==> src/rtl/pipe_stage_skid.sv <==
// Pipeline stage register with valid/ready handshake and a one-entry skid.
// Ports: clk, rst (async high), flush_i, cnt_clr_i, in_* (upstream),
//        out_* (downstream), occupancy_o, stall_cnt_o.
module pipe_stage_skid #(
   parameter int DATA_W = 32,
   parameter int CNT_W  = 16
) (
   input  logic              clk,
   input  logic              rst,
   input  logic              flush_i,
   input  logic              cnt_clr_i,
   input  logic              in_valid_i,
   output logic              in_ready_o,
   input  logic [DATA_W-1:0] in_data_i,
   output logic              out_valid_o,
   input  logic              out_ready_i,
   output logic [DATA_W-1:0] out_data_o,
   output logic [1:0]        occupancy_o,
   output logic [CNT_W-1:0]  stall_cnt_o
);

   localparam logic [CNT_W-1:0] CNT_MAX = {CNT_W{1'b1}};

   logic              main_v, skid_v;
   logic [DATA_W-1:0] main_d, skid_d;
   logic              main_v_n, skid_v_n;
   logic [DATA_W-1:0] main_d_n, skid_d_n;
   logic              accept, consume;
   logic [CNT_W-1:0]  cnt;

   // ready only looks at the skid register, keeping out_ready_i off
   // the upstream ready path
   assign in_ready_o = !skid_v;
   assign accept     = in_valid_i && !skid_v;
   assign consume    = main_v && out_ready_i;

   always_comb begin
      main_v_n = main_v;
      main_d_n = main_d;
      skid_v_n = skid_v;
      skid_d_n = skid_d;
      unique case (1'b1)
         flush_i: begin
            main_v_n = 1'b0;
            main_d_n = '0;
            skid_v_n = 1'b0;
            skid_d_n = '0;
         end
         (!flush_i && !main_v): begin
            if (accept) begin
               main_v_n = 1'b1;
               main_d_n = in_data_i;
            end
         end
         (!flush_i && consume && skid_v): begin
            main_d_n = skid_d;
            skid_v_n = 1'b0;
            skid_d_n = '0;
         end
         (!flush_i && consume && !skid_v): begin
            if (accept) begin
               main_d_n = in_data_i;
            end else begin
               main_v_n = 1'b0;
               main_d_n = '0;
            end
         end
         (!flush_i && main_v && !out_ready_i): begin
            if (accept) begin
               skid_v_n = 1'b1;
               skid_d_n = in_data_i;
            end
         end
         default: ;
      endcase
   end

   always_ff @(posedge clk or posedge rst) begin
      if (rst) begin
         main_v <= 1'b0;
         main_d <= '0;
         skid_v <= 1'b0;
         skid_d <= '0;
      end else begin
         main_v <= main_v_n;
         main_d <= main_d_n;
         skid_v <= skid_v_n;
         skid_d <= skid_d_n;
      end
   end

   always_ff @(posedge clk or posedge rst) begin
      if (rst) begin
         cnt <= '0;
      end else if (cnt_clr_i) begin
         cnt <= '0;
      end else if (main_v && !out_ready_i && cnt != CNT_MAX) begin
         cnt <= cnt + 1'b1;
      end
   end

   assign out_valid_o = main_v;
   assign out_data_o  = main_d;
   assign occupancy_o = {1'b0, main_v} + {1'b0, skid_v};
   assign stall_cnt_o = cnt;

endmodule
==> config.mk <==
export PLATFORM = sky130hd
export DESIGN_NAME = pipe_stage_skid
export DESIGN_NICKNAME = d
export VERILOG_FILES = /design/src/rtl/pipe_stage_skid.sv
export SDC_FILE = /design/constraint.sdc
export NUM_CORES = 1
export LEC_CHECK = 0
export CAP_MARGIN = 40
export CORE_UTILIZATION = 49
export DETAILED_ROUTE_END_ITERATION = 10
export GPL_ROUTABILITY_DRIVEN = 0
export PLACE_DENSITY = 0.88
export SLEW_MARGIN = 30
export SYNTH_ARGS = -nofsm -noshare
export SYNTH_HDL_FRONTEND = slang
export SYNTH_SLANG_ARGS = --single-unit
==> constraint.sdc <==
create_clock -name clk -period 3.5 [get_ports clk]
set_input_delay 1.05 -clock clk [delete_from_list [all_inputs] [get_ports clk]]
set_output_delay 1.05 -clock clk [all_outputs]
set_load 0.01 [all_outputs]
After elaboration in Yosys (flattened, before gate mapping) --
Cells that the tools add are included.
Storage, ports and cells: bits of input ports 38, latch bits 0, output and inout port bits 52, memory bits (writable) 0, register bits after elaboration 82, word-level logic and storage cells 43, memories 0, bits in read-only memories 0
Operators by class: bitwise gates (word level) 0, shifts and indexed selects 0, multiplexer cells 10, order comparisons 0, add/sub/neg operators 2, divide/modulo/power cells 0, reductions and logical operators 22, equal/unequal tests 4, $mul 0
Operator list (number):
- $pmux 32 s4 | 1
- $mux 32 | 2
- $pmux 32 s2 | 1
- $mux 16 | 2
- $add 16x1->16 const B | 1
- $ne 16x16->1 const B | 1
- $logic_and 1x1->1 | 10
- $ne 2x2->1 const B | 3
- $logic_not 1->1 | 4
- $reduce_and 2->1 | 2
- $reduce_bool 2->1 | 2
- $reduce_bool 4->1 | 1
- $pmux 1 s3 | 1
- $reduce_and 3->1 | 1
- $reduce_bool 3->1 | 1
- $add 1x1->2 | 1
- $mux 1 | 2
- $pmux 1 s2 | 1
- $reduce_or 2->1 | 1

Longest topological paths before layout --
Gate-level depths: netlist (run 1).
depth in word-level cells 6, mapped depth 5

Worst setup path before layout (run 1) --
No wires, ideal clock.
path type input -> register, start in out_ready_i, end reg cnt[15] (netlist: stall_cnt_o[15]), arrival time 2122 ps, stages on the path 4, path buffers 0, library setup time 78 ps, path slack 1300 ps, cells stage by stage and4b_4 > o41ai_4 > or4_1 > a21oi_1
Between the ends: cells in the longest elaborated chain, start to end 4
RTL lines:
- from (decl) | RTL line 16 | input logic out_ready_i,
- $logic_not 1->1 | RTL line 97 | end else if (main_v && !out_ready_i && cnt != CNT_MAX) begin
- $logic_and 1x1->1 (2 in series) | RTL line 97
- $reduce_bool 2->1 (no source line)
- to (signal assigned) | RTL line 98 | cnt <= cnt + 1'b1;
- to (decl) | RTL line 29 | logic [CNT_W-1:0] cnt;
No other way between the ends. A chain may end at the register's enable or synchronous reset.

Final worst setup path (run 1) --
start reg main_v (netlist: out_valid_o), end out occupancy_o[0]
Between the ends: cells in the longest elaborated chain, start to end 1
RTL lines:
- from (decl) | RTL line 24 | logic main_v, skid_v;
- from (signal assigned) | RTL line 85 | main_v <= main_v_n;
- $add 1x1->2 | RTL line 104 | assign occupancy_o = {1'b0, main_v} + {1'b0, skid_v};
- to (decl) | RTL line 18 | output logic [1:0] occupancy_o,
No other way between the ends.

==> metrics.log, run 1 <==
[metrics] status: complete, no violations
[metrics] clock transition at the registers of the reported paths: 0.08 ns
[metrics] half-perimeter wire length after placement: 6035 um
[metrics] core footprint: 6944 um2
[metrics] share of cells above drive strength 1: 0.1028
[metrics] overall die area: 7659 um2
[metrics] number of max-cap violations: 0
[metrics] leakage power: 1.987 nW
[metrics] worst clock skew on the final layout: 0.01075 ns
[metrics] pin count of the biggest net entering global routing: 47
[metrics] worst min-delay path class: reg -> reg
[metrics] CTS Sinks: 82
[metrics] met3 global-route usage: 0.04076
[metrics] total number of vias: 2,911
[metrics] via density per instance: 6.002
[metrics] final-report hold violation count: 0
[metrics] number of library cell types mapped by synthesis: 36
[metrics] Worst R2R Setup Slack: 1.46 ns
[metrics] antenna violations before repair: 0
[metrics] number of antenna repair diodes: 0
[metrics] total clock buffers created by CTS: 9
[metrics] IO Count: 90
[metrics] Yosys reg bits: 82
[metrics] warning count from the yosys run: 0
[metrics] fraction of the yosys area taken by sequential cells: 0.5726
[metrics] Initial DRC Count: 285
[metrics] startpoint-to-endpoint class of the critical path: reg -> out
[metrics] TritonCTS clock tree: done
[metrics] power per standard cell area: 393.2 nW/um2
[metrics] Post-Syn Area: 3583 um2
[metrics] post-cts resize count: 0
[metrics] antenna violation net count after detailed routing: 0
[metrics] most frequent standard cell in the layout excluding fill and tap cells: sky130_fd_sc_hd__clkdlybuf4s50_1
[metrics] share of the core filled with cells in the final layout: 0.6928
[metrics] number of cells produced by synthesis: 295
[metrics] vias in the first global route: 2,938
[metrics] final critical-path share of the clock period: 0.7926
[metrics] Max Clk Rate: 360.5 MHz
[metrics] Synth Net Count: 335
[metrics] Compound-Gate Fraction of Synth Area: 0.2863
[metrics] number of iterations in the first detailed-routing pass: 4
[metrics] Simple-Gate Fraction of Synth Area: 0.09846
[metrics] height of the chip: 87.52 um
[metrics] Post-CTS Setup Repair Bufs: 0
[metrics] largest vdd supply drop: 0.0001773 V
[metrics] accumulated negative setup slack: 0 ns
[metrics] dominant combinational cell family by area after synthesis: compound AO/OA/AOI/OAI gates
[metrics] Slew HR: 0.4905
[metrics] num rows: 30
[metrics] xor/xnor share of the synthesized area: 0
[metrics] Clk Latency, worst-skew pair: 0.35 ns
[metrics] most frequent cells in the layout: sky130_fd_sc_hd__clkdlybuf4s50_1 (89), sky130_fd_sc_hd__dfrtp_1 (82), sky130_fd_sc_hd__a22oi_1 (32), sky130_fd_sc_hd__o2bb2ai_1 (32), sky130_fd_sc_hd__a22o_1 (32)
[metrics] type of element launching the critical path: flip-flop
[metrics] maximum level of the CTS H-tree: 3
[metrics] fin nets: 424
[metrics] Die Width: 87.52 um
[metrics] overflow left after global routing: 0
[metrics] DRC violation count after routing: 0
[metrics] layer with the highest usage: met2
[metrics] adder-cell share of the synthesized area: 0.006983
[metrics] WP data required: 2.45 ns
[metrics] critical path data arrival time: 1.72 ns
[metrics] total setup violations reported at the end of the flow: 0
[metrics] Hold Buf Count CTS: 0
[metrics] maximum clock insertion buffer count: 2
[metrics] M1 GR Usage: 0.3532
[metrics] final critical-path required period: 2.774 ns
[metrics] post-detailed-route wirelength per cell: 18.17 um
[metrics] Area Overhead vs Synth: 34.25%
[metrics] Setup crit end kind: output port
[metrics] Initial Utilization: 0.5160
[metrics] wire length of the first global-routing pass: 14,630 um
[metrics] final slew viol count: 0
[metrics] # fillers: 525
[metrics] worst-case hold slack: 0.4896 ns
[metrics] maximum fanout count along the critical path: 10
[metrics] Synth Area per Inst: 12.15 um2
[metrics] RSZ-0062 raised after global routing: no
[metrics] Final Routed Wirelength: 8814 um
[metrics] fraction of synthesized area in multiplexers: 0.005936
[metrics] CTS Root Buffer Type: sky130_fd_sc_hd__clkbuf_8
[metrics] transition time at the pin with the least slew margin: 0.7642 ns
[metrics] met2 track utilization from global routing: 0.3935
[metrics] I/O Buffers: 89
[metrics] overall global routing resource usage: 0.2538
-- sequential cells by signal, summed over array words and instances (netlist names) --
register,count
out_data_o,32
out_valid_o,1
skid_d,32
skid_v,1
stall_cnt_o,16
-- final cells by class --
cell class / count / area, um2 / share of cell area
tap: 96 / 120.1 / 0.02497
clock inverter: 6 / 66.31 / 0.01378
clock buffer: 10 / 127.6 / 0.02653
sequential: 82 / 2052 / 0.4265
inverter: 5 / 20.02 / 0.004161
timing repair buffer: 99 / 978.4 / 0.2034
multi-input combinational: 187 / 1446 / 0.3007
-- cell families after synthesis --
logic type	count (synthesis)
AO/OA/AOI/OAI	131
buffers and inverters	26
multiplexers	2
adder cells (fa/ha/maj)	2
AND/OR/NAND/NOR	52
flip-flops	82
-- final timing paths --
kind	startpoint	endpoint	depth (start not counted)
min in group asynchronous	rst	skid_d[13]	2
hold / removal	out_data_o[14]	out_data_o[14]	1
setup / recovery	out_valid_o	occupancy_o[0]	2
hold reg to reg	out_data_o[14]	out_data_o[14]	1
max in group asynchronous	rst	out_data_o[14]	3
setup reg to reg	skid_v	skid_d[21]	5
-- report_power, final --
group / switching, mW / internal, mW / leakage, nW
clock: 0.348 / 0.331 / 0.0889
combinational: 0.113 / 0.107 / 0.765
sequential: 0.0195 / 0.973 / 1.13
-- critical path: stages, from the launching register on --
cell                              delay (ns)
sky130_fd_sc_hd__dfrtp_1                0.50
sky130_fd_sc_hd__ha_1                   0.33
sky130_fd_sc_hd__clkdlybuf4s50_1        0.54
-- through the flow --
step	area [um2]	setup WS, ns	std cells	power [mW]
final	4811	0.7257	485	1.892
after floorplan	3583	0.3416	295	1.104
after detailed placement	4617	0.4629	469	1.232
after CTS	4811	0.7019	485	1.904
after global placement	4617	0.5577	469	1.225
after global routing	4811	0.6473	485	1.970
-- routing by layer --
| metal | share of wire | vias to the layer above |
|---|---|---|
| li1 | - | 1344 |
| met1 | 0.44 | 1460 |
| met2 | 0.50 | 92 |
| met3 | 0.041 | 15 |
| met4 | 0.019 | 0 |
| met5 | 0 | - |
-- Yosys cell counts, drive strengths merged --
| cell type | number | share of area |
|---|---|---|
| dfrtp | 82 | 0.57 |
| a22o | 32 | 0.078 |
| a22oi | 32 | 0.067 |
| o2bb2ai | 32 | 0.078 |
| a21oi | 16 | 0.022 |
| buf | 11 | 0.014 |
| clkbuf | 10 | 0.010 |
| nand2 | 9 | 0.0094 |
| o21ai | 9 | 0.013 |
| o31ai | 8 | 0.018 |
| or4 | 7 | 0.015 |
| or3 | 6 | 0.010 |
| inv | 5 | 0.0052 |
| nand3 | 5 | 0.0084 |
| nand4 | 5 | 0.015 |
| nor2 | 5 | 0.0052 |
| nand2b | 4 | 0.0070 |
| nor3 | 3 | 0.0056 |
| and4 | 2 | 0.0049 |
| ha | 2 | 0.0070 |
| nor4 | 2 | 0.0077 |
| a21o | 1 | 0.0021 |
| and3b | 1 | 0.0028 |
| and4b | 1 | 0.0038 |
| mux2 | 1 | 0.0031 |
| mux2i | 1 | 0.0028 |
| nand3b | 1 | 0.0021 |
| nor2b | 1 | 0.0017 |
| o41ai | 1 | 0.0077 |
Note: power is estimated with default switching activity, not from simulation.
==> run 2: changes to the inputs <==
clock period = 2.84 ns   (was 3.5 ns; I/O delays follow)
==> run 2 against run 1 <==
Net effect: sequential cell count stayed put; highest routed layer unchanged; first-iteration DRC count is 40% lower; clock power rose by 43%; via count grew 0.55%; total power grew 30%; largest cell class unchanged; sequential power rose by 23%; setup slack got worse by 0.52 ns; critical path type unchanged.
==> metrics.log, run 2 (synthesized netlist as in run 1, its figures left out) <==
[metrics] power per standard cell area: 506.2 nW/um2
[metrics] number of iterations in the first detailed-routing pass: 4
[metrics] total length of routed met2 wires: 4324 um
[metrics] CTS Root Buffer Type: sky130_fd_sc_hd__clkbuf_8
[metrics] leakage power: 2.021 nW
[metrics] overflow left after global routing: 0
[metrics] Initial DRC Count: 170
[metrics] most frequent cells in the layout: sky130_fd_sc_hd__clkdlybuf4s50_1 (89), sky130_fd_sc_hd__dfrtp_1 (82), sky130_fd_sc_hd__a22oi_1 (32), sky130_fd_sc_hd__o2bb2ai_1 (32), sky130_fd_sc_hd__a22o_1 (32)
[metrics] wire length of the first global-routing pass: 14,500 um
[metrics] type of element launching the critical path: flip-flop
[metrics] fin nets: 426
[metrics] status: complete, no violations
[metrics] transition time at the pin with the least slew margin: 0.6353 ns
[metrics] pin count of the biggest net entering global routing: 83
[metrics] number of max-cap violations: 0
[metrics] sink of the worst hold path: out_data_o[29]
[metrics] FF-to-FF End: out_data_o[5]
[metrics] maximum fanout count along the critical path: 10
[metrics] Hold Buf Count CTS: 0
[metrics] hold path cells: 1
[metrics] CTS Sinks: 82
[metrics] Post-CTS Setup Repair Bufs: 0
[metrics] I/O Buffers: 89
[metrics] top routing layer used: met4
[metrics] final slew viol count: 0
[metrics] DRC violation count after routing: 0
[metrics] critical path data arrival time: 1.78 ns
[metrics] largest vdd supply drop: 0.0003033 V
[metrics] via density per instance: 6.010
[metrics] wl on met1: 3969 um
[metrics] num rows: 30
[metrics] post-cts resize count: 0
[metrics] height of the chip: 87.52 um
[metrics] Final Routed Wirelength: 8822 um
[metrics] Slew HR: 0.5739
[metrics] overall global routing resource usage: 0.2486
[metrics] IO Count: 90
[metrics] maximum level of the CTS H-tree: 3
[metrics] most frequent standard cell in the layout excluding fill and tap cells: sky130_fd_sc_hd__clkdlybuf4s50_1
[metrics] worst min-delay path class: reg -> reg
[metrics] # fillers: 492
[metrics] post-detailed-route wirelength per cell: 18.11 um
[metrics] Clk Latency, worst-skew pair: 0.36 ns
[metrics] total number of vias: 2,927
[metrics] total clock buffers created by CTS: 9
[metrics] antenna violations before repair: 0
[metrics] worst clock skew on the final layout: 0.01244 ns
[metrics] launching instance or port of the critical path: out_valid_o
[metrics] Area Overhead vs Synth: 36.07%
[metrics] core footprint: 6944 um2
[metrics] Max Clk Rate: 379.2 MHz
[metrics] accumulated negative setup slack: 0 ns
[metrics] clock transition at the registers of the reported paths: 0.09 ns
[metrics] hold path startpoint: out_data_o[29]
[metrics] final critical-path required period: 2.637 ns
[metrics] Die Width: 87.52 um
[metrics] share of cells above drive strength 1: 0.1100
[metrics] half-perimeter wire length after placement: 5727 um
[metrics] Worst R2R Setup Slack: 1.01 ns
[metrics] TritonCTS clock tree: done
[metrics] overall die area: 7659 um2
[metrics] startpoint-to-endpoint class of the critical path: reg -> out
[metrics] WP data required: 1.99 ns
[metrics] Placement Setup Slack: 0.1913 ns
[metrics] Initial Utilization: 0.5160
[metrics] number of antenna repair diodes: 0
[metrics] maximum clock insertion buffer count: 2
[metrics] worst reg2reg path depth: 5
[metrics] Setup crit end kind: output port
[metrics] final critical-path share of the clock period: 0.9285
[metrics] vias in the first global route: 2,920
[metrics] total setup violations reported at the end of the flow: 0
[metrics] RSZ-0062 raised after global routing: no
[metrics] launch point of the worst reg-to-reg path: skid_v
[metrics] final-report hold violation count: 0
[metrics] routed wire length on met3: 408 um
[metrics] antenna violation net count after detailed routing: 0
[metrics] final setup margin: 0.2031 ns
==> run 2: cell types whose count changed in the layout (fill, tap and decap cells not counted), sizes merged <==
cell      previous run  this run
clkbuf              10         9
buf                 10        12
clkinv               2         0
inv                  5         8
bufinv               1         2
clkinvlp             3         2
==> run 2: final cells by class <==
type | count | area, um2 | area share
clock buffers | 9 | 123.9 | 0.02540
clock inverters | 7 | 105.1 | 0.02156
inverters | 5 | 22.52 | 0.004619
multi-input cells | 187 | 1446 | 0.2966
flip-flops and latches | 82 | 2052 | 0.4208
well taps | 96 | 120.1 | 0.02463
repair buffers | 101 | 1006 | 0.2063
==> run 2: worst max path at each step <==
stage / endpoint / slack, ns / cells after the start
2_1_floorplan: stall_cnt_o[15] / 0.84 / 4
3_3_place_gp: stall_cnt_o[15] / 0.23 / 5
3_5_place_dp: stall_cnt_o[11] / 0.19 / 5
4_1_cts: occupancy_o[0] / 0.19 / 2
5_1_grt: occupancy_o[0] / 0.13 / 2
6_report: occupancy_o[0] / 0.20 / 2
==> run 2: metal layers <==
layer	track usage	up-vias
li1	-	1351
met2	0.3956	84
met5	0	-
met1	0.3346	1480
met4	0.07154	0
met3	0.07109	12
==> run 2: stage by stage <==
step	hold WS (ns)	cells	util	power [mW]	cell area, um2
global placement	0.4726	471	0.6692	1.518	4647
floorplan	0.4734	295	-	1.361	3587
detailed placement	0.4729	471	0.6692	1.525	4647
finish	0.4898	487	0.7022	2.468	4876
global route	0.5075	487	0.7022	2.571	4876
CTS	0.4985	487	0.7022	2.488	4876
==> run 2: power by group <==
| group | leakage (nW) | switching (mW) | internal, mW |
|---|---|---|---|
| Clock | 0.113 | 0.457 | 0.511 |
| Combinational | 0.776 | 0.141 | 0.137 |
| Sequential | 1.13 | 0.0238 | 1.20 |
==> run 2: worst max-delay path, cell delays in order, from the launching register on <==
cell and delay, ns:
sky130_fd_sc_hd__dfrtp_1 0.50, sky130_fd_sc_hd__ha_1 0.38, sky130_fd_sc_hd__clkdlybuf4s50_1 0.54
==> run 3: changes to the inputs <==
CORE_ASPECT_RATIO = 0.9   (was unset)
CORE_UTILIZATION = 44   (was 49)
PLACE_DENSITY = 0.81   (was 0.88)
SLEW_MARGIN = unset   (was 30)
==> run 3 against run 2 <==
Net effect: critical endpoint unchanged; largest cell class unchanged; total power fell by 0.68%; core utilization shrank 6.6 points; via count grew 0.55%.
==> metrics.log, run 3 (synthesized netlist as in run 1, its figures left out) <==
[metrics] final critical-path share of the clock period: 0.9121
[metrics] height of the chip: 87.62 um
[metrics] total number of vias: 2,943
[metrics] combinational share of power: 0.115
[metrics] sequential power share: 0.499
[metrics] worst min-delay path class: reg -> reg
[metrics] most frequent cells in the layout: sky130_fd_sc_hd__clkdlybuf4s50_1 (89), sky130_fd_sc_hd__dfrtp_1 (82), sky130_fd_sc_hd__a22oi_1 (32), sky130_fd_sc_hd__o2bb2ai_1 (32), sky130_fd_sc_hd__a22o_1 (32)
[metrics] DRC violation count after routing: 0
[metrics] maximum single-stage delay on the critical path: 0.53 ns
[metrics] Post-CTS Setup Repair Bufs: 0
[metrics] placed cell area: 4672 um2
[metrics] critical path data arrival time: 1.74 ns
[metrics] IO Count: 90
[metrics] Die Width: 97.13 um
[metrics] half-perimeter wire length after placement: 5908 um
[metrics] final slew viol count: 0
[metrics] leakage power: 2.028 nW
[metrics] part of the power in the clock network: 0.386
[metrics] final-report hold violation count: 0
[metrics] post-detailed-route wirelength per cell: 18.26 um
[metrics] Initial Utilization: 0.4657
[metrics] vias in the first global route: 2,908
[metrics] accumulated negative setup slack: 0 ns
[metrics] share of the core filled with cells in the final layout: 0.6366
[metrics] Power, Total: 2.452 mW
[metrics] TritonCTS clock tree: done
[metrics] maximum fanout count along the critical path: 10
[metrics] total setup violations reported at the end of the flow: 0
[metrics] # fillers: 596
[metrics] worst reg2reg path depth: 4
[metrics] maximum clock insertion buffer count: 2
[metrics] core footprint: 7695 um2
[metrics] post-cts resize count: 0
[metrics] I/O Buffers: 89
[metrics] final design area excluding fillers: 4898 um2
[metrics] number of antenna repair diodes: 0
[metrics] status: complete, no violations
[metrics] largest delay contributor family on the critical path: buffers and inverters
[metrics] worst clock skew on the final layout: 0.006682 ns
[metrics] Initial DRC Count: 162
[metrics] power per standard cell area: 500.5 nW/um2
[metrics] cells traversed along the worst timing path: ha_1, clkdlybuf4s50_1
[metrics] total clock buffers created by CTS: 9
[metrics] master of the slowest instance on the critical path: sky130_fd_sc_hd__clkdlybuf4s50_1
[metrics] clock transition at the registers of the reported paths: 0.08 ns
[metrics] final critical-path required period: 2.590 ns
[metrics] CTS Sinks: 82
[metrics] Slew HR: 0.5346
[metrics] num rows: 30
[metrics] Final Routed Wirelength: 8892 um
[metrics] RSZ-0062 raised after global routing: no
[metrics] wire length of the first global-routing pass: 14,610 um
[metrics] fin nets: 426
[metrics] transition time at the pin with the least slew margin: 0.6939 ns
[metrics] Net Sw Frac: 0.2408
[metrics] overflow left after global routing: 0
[metrics] worst-case hold slack: 0.4915 ns
[metrics] Bufs and invs on worst path: 1
[metrics] type of element launching the critical path: flip-flop
[metrics] CTS Root Buffer Type: sky130_fd_sc_hd__clkbuf_8
[metrics] via density per instance: 6.043
[metrics] maximum level of the CTS H-tree: 3
[metrics] number of max-cap violations: 0
[metrics] most frequent standard cell in the layout excluding fill and tap cells: sky130_fd_sc_hd__clkdlybuf4s50_1
[metrics] startpoint-to-endpoint class of the critical path: reg -> out
[metrics] largest vdd supply drop: 0.0002696 V
[metrics] number of iterations in the first detailed-routing pass: 4
[metrics] overall global routing resource usage: 0.2182
[metrics] Area Overhead vs Synth: 36.70%
[metrics] antenna violation net count after detailed routing: 0
[metrics] hold path cells: 1
[metrics] Hold Buf Count CTS: 0
[metrics] pin count of the biggest net entering global routing: 83
[metrics] CP Depth: 2
[metrics] share of cells above drive strength 1: 0.1100
[metrics] Setup crit end kind: output port
[metrics] Internal Power: 1.861 mW
[metrics] WP data required: 1.99 ns
[metrics] switching power: 0.5904 mW
[metrics] overall die area: 8510 um2
[metrics] antenna violations before repair: 0
[metrics] Clk Latency, worst-skew pair: 0.35 ns
[metrics] Max Clk Rate: 386.1 MHz
## run 3: path summary, 6_finish.rpt
kind	start	end	slack (ns)
worst max-delay path	out_valid_o	occupancy_o[0]	0.25
worst min-delay path	out_data_o[26]	out_data_o[26]	0.49
worst max register to register	stall_cnt_o[8]	stall_cnt_o[8]	0.96
worst min register to register	out_data_o[26]	out_data_o[26]	0.49
max in group asynchronous	rst	out_data_o[20]	1.54
min in group asynchronous	rst	out_data_o[2]	0.97
## run 3: cell type report
class / instances / area, um2 / share of cell area
sequential: 82 / 2052 / 0.4189
multi-input combinational: 187 / 1446 / 0.2953
timing repair buffer: 101 / 1031 / 0.2105
clock buffer: 10 / 137.6 / 0.02810
tap: 96 / 120.1 / 0.02452
clock inverter: 6 / 88.84 / 0.01814
inverter: 5 / 22.52 / 0.004598
## run 3: per-layer routing
metal / track usage / part of all wire
met1: 0.2967 / 0.47
met2: 0.3560 / 0.48
met3: 0.05028 / 0.041
met4: 0.06242 / 0.0089
met5: 0 / 0
## run 3: stage by stage
stage | worst slack (ns) | std cells
global placement | 0.2302 | 471
finish | 0.2498 | 487
detailed placement | 0.1690 | 471
CTS | 0.2220 | 487
floorplan | 0.8382 | 295
global route | 0.1994 | 487
## run 3: power by group through the flow
stage / combinational (mW) / sequential (mW) / clock, mW
5_1_grt: 0.305 / 1.23 / 1.02
3_3_place_gp: 0.279 / 1.25 / 0
6_report: 0.282 / 1.22 / 0.946
2_1_floorplan: 0.110 / 1.25 / 0
4_1_cts: 0.285 / 1.22 / 0.971
3_5_place_dp: 0.284 / 1.25 / 0
## run 3: worst register-to-register path, stage by stage, from the launching register on
cell and delay [ns]:
sky130_fd_sc_hd__dfrtp_1 0.51, sky130_fd_sc_hd__nand4_4 0.23, sky130_fd_sc_hd__o31ai_2 0.69, sky130_fd_sc_hd__o21ai_0 0.21
sky130_fd_sc_hd__a21oi_1 0.17
